$ cat config.mk
export PLATFORM = sky130hd
export DESIGN_NAME = mem_access_ctrl
export DESIGN_NICKNAME = d
export VERILOG_FILES = /design/src/rtl/cpu_ctrl_pkg.sv /design/src/rtl/wait_timer.sv /design/src/rtl/mem_access_ctrl.sv
export SDC_FILE = /design/constraint.sdc
export NUM_CORES = 1
export LEC_CHECK = 0
export ABC_AREA = 0
export CAP_MARGIN = 30
export CORE_MARGIN = 2
export CORE_UTILIZATION = 28
export DETAILED_ROUTE_END_ITERATION = 7
export GPL_TIMING_DRIVEN = 0
export SYNTH_ARGS = -nofsm -noshare
export SYNTH_HDL_FRONTEND = slang
export SYNTH_SLANG_ARGS = --single-unit
$ cat constraint.sdc
create_clock -name clock_i -period 1.5 [get_ports clock_i]
set_input_delay 0.15 -clock clock_i [delete_from_list [all_inputs] [get_ports clock_i]]
set_output_delay 0.15 -clock clock_i [all_outputs]
set_load 0.02 [all_outputs]
$ cat src/rtl/cpu_ctrl_pkg.sv
// cpu_ctrl_pkg: shared state/direction encodings and defaults for the memory-side sequencer
package cpu_ctrl_pkg;
  typedef enum logic [2:0] {
    S_IDLE     = 3'd0,
    S_LOAD_MAR = 3'd1,
    S_LOAD_MDR = 3'd2,
    S_MEM_REQ  = 3'd3,
    S_CAPTURE  = 3'd4,
    S_DONE     = 3'd5,
    S_ERR      = 3'd6
  } state_e;
  typedef enum logic {
    DIR_WR = 1'b0,
    DIR_RD = 1'b1
  } dir_e;
  localparam int TIMEOUT_DEF = 8;
endpackage

$ cat src/rtl/wait_timer.sv
// wait_timer: cycle counter for MEM_REQ with terminal-count compare at TIMEOUT-1
//   clock_i/clear_i : clock, async active-low reset
//   clr_i           : load zero (held while outside MEM_REQ)
//   inc_i           : count one cycle
//   tc_o            : count has reached TIMEOUT-1
module wait_timer #(
  parameter int TIMEOUT = 8,
  parameter int CNT_W   = 8
) (
  input  logic clock_i,
  input  logic clear_i,
  input  logic clr_i,
  input  logic inc_i,
  output logic tc_o
);
  logic [CNT_W-1:0] cnt_q, cnt_d;
  always_comb cnt_d = clr_i ? '0 : inc_i ? cnt_q + CNT_W'(1) : cnt_q;
  always_ff @(posedge clock_i or negedge clear_i)
    if (!clear_i) cnt_q <= '0;
    else          cnt_q <= cnt_d;
  assign tc_o = cnt_q == CNT_W'(TIMEOUT - 1);
endmodule

$ cat src/rtl/mem_access_ctrl.sv
// mem_access_ctrl: Moore sequencer for MAR/MDR/MDMux and memory strobes with ready timeout
//   clock_i, clear_i (async active-low)      : clock and reset
//   req_read_i, req_write_i, mem_ready_i     : control-unit requests, memory handshake
//   MARin_o, MDRin_o, read_o, MDRout_o       : datapath register controls / MDMux select
//   wdata_en_o, mem_rd_o, mem_wr_o           : write-data enable, memory strobes
//   busy_o, done_o, timeout_o                : status and one-cycle completion/abort pulses
module mem_access_ctrl
  import cpu_ctrl_pkg::*;
#(
  parameter int TIMEOUT = TIMEOUT_DEF,
  parameter int CNT_W   = 8
) (
  input  logic clock_i,
  input  logic clear_i,
  input  logic req_read_i,
  input  logic req_write_i,
  input  logic mem_ready_i,
  output logic MARin_o,
  output logic MDRin_o,
  output logic read_o,
  output logic MDRout_o,
  output logic wdata_en_o,
  output logic mem_rd_o,
  output logic mem_wr_o,
  output logic busy_o,
  output logic done_o,
  output logic timeout_o
);
  state_e state_q, state_d;
  dir_e   dir_q, dir_d;
  logic   tc;
  logic   rd;
  // counter sits at zero outside MEM_REQ, so every entry starts a fresh wait window
  wait_timer #(.TIMEOUT(TIMEOUT), .CNT_W(CNT_W)) u_timer (
    .clock_i(clock_i),
    .clear_i(clear_i),
    .clr_i  (state_q != S_MEM_REQ),
    .inc_i  (1'b1),
    .tc_o   (tc)
  );
  always_ff @(posedge clock_i or negedge clear_i)
    if (!clear_i) begin
      state_q <= S_IDLE;
      dir_q   <= DIR_WR;
    end else begin
      state_q <= state_d;
      dir_q   <= dir_d;
    end
  assign rd = dir_q == DIR_RD;
  always_comb begin
    state_d = state_q;
    dir_d   = dir_q;
    case (state_q)
      S_IDLE:
        if (req_read_i || req_write_i) begin
          state_d = S_LOAD_MAR;
          dir_d   = req_read_i ? DIR_RD : DIR_WR;
        end
      S_LOAD_MAR: state_d = rd ? S_MEM_REQ : S_LOAD_MDR;
      S_LOAD_MDR: state_d = S_MEM_REQ;
      // ready takes priority over the terminal count
      S_MEM_REQ:  state_d = mem_ready_i ? (rd ? S_CAPTURE : S_DONE) : tc ? S_ERR : S_MEM_REQ;
      S_CAPTURE:  state_d = S_DONE;
      default:    state_d = S_IDLE;
    endcase
  end
  always_comb begin
    MARin_o    = state_q == S_LOAD_MAR;
    MDRin_o    = state_q == S_LOAD_MDR || state_q == S_CAPTURE;
    read_o     = state_q == S_CAPTURE;
    MDRout_o   = state_q == S_DONE && rd;
    wdata_en_o = state_q == S_LOAD_MDR;
    mem_rd_o   = state_q == S_MEM_REQ && rd;
    mem_wr_o   = state_q == S_MEM_REQ && !rd;
    busy_o     = state_q != S_IDLE;
    done_o     = state_q == S_DONE;
    timeout_o  = state_q == S_ERR;
  end
endmodule

==> impl_summary.log <==
INFO  metric worstHoldPathType = input port to asynchronous set/reset pin
INFO  metric fmax = between 600 and 700 MHz
INFO  metric h-tree-depth = 1
INFO  metric final.min_clock_period = around 1.6 ns
INFO  metric syn_area = about 650 sq um
INFO  metric comb_power_share = a little over half
INFO  metric via_count_of_the_first_global_routing_pass = 551
INFO  metric num_cts_buffers = 3
INFO  metric vdd_ir_drop_max = approximately 1000 uV
INFO  metric status = finished with violations
INFO  metric port-buffer-count = 14
INFO  metric grt_usage = between 10% and 20%
INFO  metric footprint_of_the_multi_input_gates = between 300 and 400 sq um
INFO  metric grt_first_pass_wirelength = between 2000 and 2500 um
INFO  metric crit_arrival = approximately 1.4 ns
INFO  metric synth_cells = 74
INFO  metric hold_viol_final = 0
INFO  metric pwr_density_cell = ~1900 nW/um^2
INFO  metric die_ht = about 52 um
INFO  metric violations = negative setup slack
INFO  metric ys.flop_type = sky130_fd_sc_hd__dfrtp_1
INFO  metric postRouteAntennaNets = 0
INFO  metric finalClockSkew = between 0.0003 and 0.0004 ns
INFO  metric grt_start_max_net_pins = 13
INFO  metric post_synth_num_cell_types = 26
INFO  metric tritoncts_num_sinks = 12
INFO  metric drv.max_cap_violation_count = 0
INFO  metric synth.top_cells.by_count = sky130_fd_sc_hd__dfrtp_1 (12), sky130_fd_sc_hd__nor2_1 (10), sky130_fd_sc_hd__a21oi_1 (6)
INFO  metric worst-endpoint-required = around 1.4 ns
INFO  metric crit_end_category = primary output
INFO  metric critical_path_peak_fanout = 8
INFO  metric placeableCoreArea = between 2000 and 2500 sq um
INFO  metric die_w = between 50 and 60 um
INFO  metric start_util = between 20% and 30%
INFO  metric diodes = 0
INFO  metric areaGrowthSynthToFinish = 39.0%
INFO  metric internal_power = around 0.97 mW
INFO  metric num-fill-cells = ~230
INFO  metric netlist_top_cells_area = sky130_fd_sc_hd__dfrtp_1 (46%), sky130_fd_sc_hd__nor2_1 (5.8%), sky130_fd_sc_hd__a21oi_1 (4.6%), sky130_fd_sc_hd__o21ai_0 (3.8%), sky130_fd_sc_hd__nor3_1 (3.1%)
INFO  metric dr_total_vias = approximately 590
INFO  metric pre_cts_worst_setup_slack = -0.360 ns
INFO  metric synth_area_per_cell = 8.79 sq um
INFO  metric cts_tree = done
INFO  metric final_critical_path_setup_slack = -0.0938 ns
INFO  metric final_net_count = 102
INFO  metric design.die.area = approximately 2700 sq um
INFO  metric clk-insertion-delay-late = about 0.27 ns
INFO  metric synth_area_leader_cell = sky130_fd_sc_hd__dfrtp_1
INFO  metric boundaryPins = 15
INFO  metric timing.critical_path.from_type = flop
INFO  metric final-max-slew-violation-count = 0
INFO  metric edff_count_synth = 0
INFO  metric rsz0062_at_grt = yes
INFO  metric switching_share = a little over two fifths
INFO  metric ys_seq_elements = 12
INFO  metric globalplace.congestion = about 0.73
INFO  metric netSwitchingPower = 0.706 mW
INFO  metric power.share.clock = 15.2%
INFO  metric tightest_slew = slightly above 0.5 ns
INFO  metric netlist.area_leader.share = ~46%
INFO  metric postRouteWirelength = 1500 um
INFO  metric antenna_found_initial = 0
INFO  metric synth_nets = 80
INFO  metric final.period_utilization = 106%
INFO  metric cts_root_buffer = sky130_fd_sc_hd__clkbuf_4
INFO  metric drive_gt1_share = about a third
INFO  metric area_occupied_by_registers = a little over 300 sq um
INFO  metric worst-r2r-setup-slack = about 0.10 ns
INFO  metric synthesis.yosys.warnings = 0
INFO  metric overflow_left_after_global_routing = 0
INFO  metric placement_rows = 17
INFO  metric synth-seq-area-share = about 46%
INFO  metric final_setup_violation_count = 3
INFO  metric synth.most_common_cell = sky130_fd_sc_hd__dfrtp_1
INFO  metric routed_via_density = 4.80
INFO  metric worst_slew_margin_relative_to_its_limit = ~65%
INFO  metric clk_pin_slew = ~0.070 ns
INFO  metric standby_leakage_power = 0.403 nW
INFO  metric maximum_clock_path_buffer_count = 2
INFO  metric dp_hpwl = between 1000 and 1500 um
INFO  metric wire_per_inst = 12.2 um
INFO  metric timing.setup.critical_path_class = flop to primary output
INFO  metric final_core_utilization = ~41%
INFO  metric firstDrtPassIters = 5
INFO  metric share_seq_of_total_power = 31.4%
INFO  metric detail_route.iter0.violations = 10
INFO  metric async_set_or_reset_register_ratio_after_synthesis = 100%
INFO  metric drcViolationCount = 0
## layout by cell type, fill, tap and decap left out, types with 2 or more instances in the layout
cell type,instances
sky130_fd_sc_hd__clkdlybuf4s50_1,4
sky130_fd_sc_hd__dfrtp_1,10
sky130_fd_sc_hd__nand2_1,3
sky130_fd_sc_hd__clkbuf_4,3
sky130_fd_sc_hd__a21oi_1,6
sky130_fd_sc_hd__nor2_1,7
sky130_fd_sc_hd__buf_2,3
sky130_fd_sc_hd__nand2b_1,2
sky130_fd_sc_hd__buf_6,2
sky130_fd_sc_hd__dfrtp_2,2
sky130_fd_sc_hd__clkbuf_2,3
sky130_fd_sc_hd__nor2_2,2
sky130_fd_sc_hd__nand3b_1,2
sky130_fd_sc_hd__xor2_1,2
sky130_fd_sc_hd__buf_4,7
sky130_fd_sc_hd__o21ai_0,4
sky130_fd_sc_hd__nor3_1,3
sky130_fd_sc_hd__nand3_1,2
sky130_fd_sc_hd__inv_1,4
sky130_fd_sc_hd__or3_1,3
## cell type report
| type | instances | share of cell area, % |
|---|---|---|
| Tap cell | 28 | 3.87 |
| Clock buffer | 4 | 4.01 |
| Multi-Input combinational cell | 53 | 38.2 |
| Timing Repair Buffer | 19 | 15.9 |
| Sequential cell | 12 | 33.5 |
| Inverter | 5 | 2.07 |
| Buffer | 2 | 2.49 |
## through the flow
step	power (mW)	instance area, sq um	hold slack (ns)	cells	setup TNS [ns]
after floorplan	0.977	656	-0.146	74	0
after global placement	1.27	831	0.462	116	-1.88
after detailed placement	1.27	831	0.481	116	-1.89
after CTS	1.51	863	0.233	118	-0.0519
after global routing	1.80	905	0.246	123	-0.462
final	1.68	905	0.218	123	-0.112
## critical path: stages, from the launching register on
cell and delay [ns]:
sky130_fd_sc_hd__dfrtp_2 0.49, sky130_fd_sc_hd__buf_4 0.18, sky130_fd_sc_hd__nor3b_2 0.22, sky130_fd_sc_hd__and2_1 0.15
sky130_fd_sc_hd__buf_4 0.13
## power groups by stage
stage / Combinational [mW] / Sequential, mW / Clock, mW
3_3_place_gp: 0.815 / 0.454 / 0
6_report: 0.895 / 0.527 / 0.254
3_5_place_dp: 0.816 / 0.459 / 0
2_1_floorplan: 0.535 / 0.442 / 0
4_1_cts: 0.719 / 0.532 / 0.261
5_1_grt: 0.979 / 0.546 / 0.277
## per-layer routing
layer / part of all wire [%] / global-route usage [%]
met1: 45 / 15.3
met2: 51 / 18.8
met3: 3.0 / 4.29
met4: 1.7 / 5.13
met5: 0 / 0
## path summary, 6_finish.rpt
check                                 start               end  depth (start not counted)
setup / recovery                 state_q[1]          MDRout_o                          4
hold / removal                      clear_i  u_timer.cnt_q[3]                          1
setup reg to reg           u_timer.cnt_q[0]        state_q[0]                          4
hold reg to reg            u_timer.cnt_q[0]  u_timer.cnt_q[0]                          1
max in group asynchronous           clear_i        state_q[1]                          1
min in group clock_i       u_timer.cnt_q[0]  u_timer.cnt_q[0]                          1
## flip-flops by register name (all words and copies together), names as in the netlist
signal and flops:
dir_q 1, state_q 3, u_timer.cnt_q 8
## logic make-up (layout without fill, tap and decap cells)
group	Yosys count	after routing	synth area share, %
AND/OR/NAND/NOR	34	34	28.5
AO/OA/AOI/OAI	14	14	12.3
flip-flops	12	12	46.2
buffers and inverters	9	30	5.58
XOR/XNOR	3	3	4.04
adder cells (fa/ha/maj)	1	1	1.92
multiplexers	1	1	1.54
## what timing repair did
| action | in CTS | in global routing |
|---|---|---|
| setup endpoints to repair | 10 | 9 |
| pin swaps | 0 | 1 |
| hold buffers | 0 | 0 |
| setup buffers | 0 | 5 |
| resized for setup | 41 | 13 |
Power figures use the tool's default switching activity.
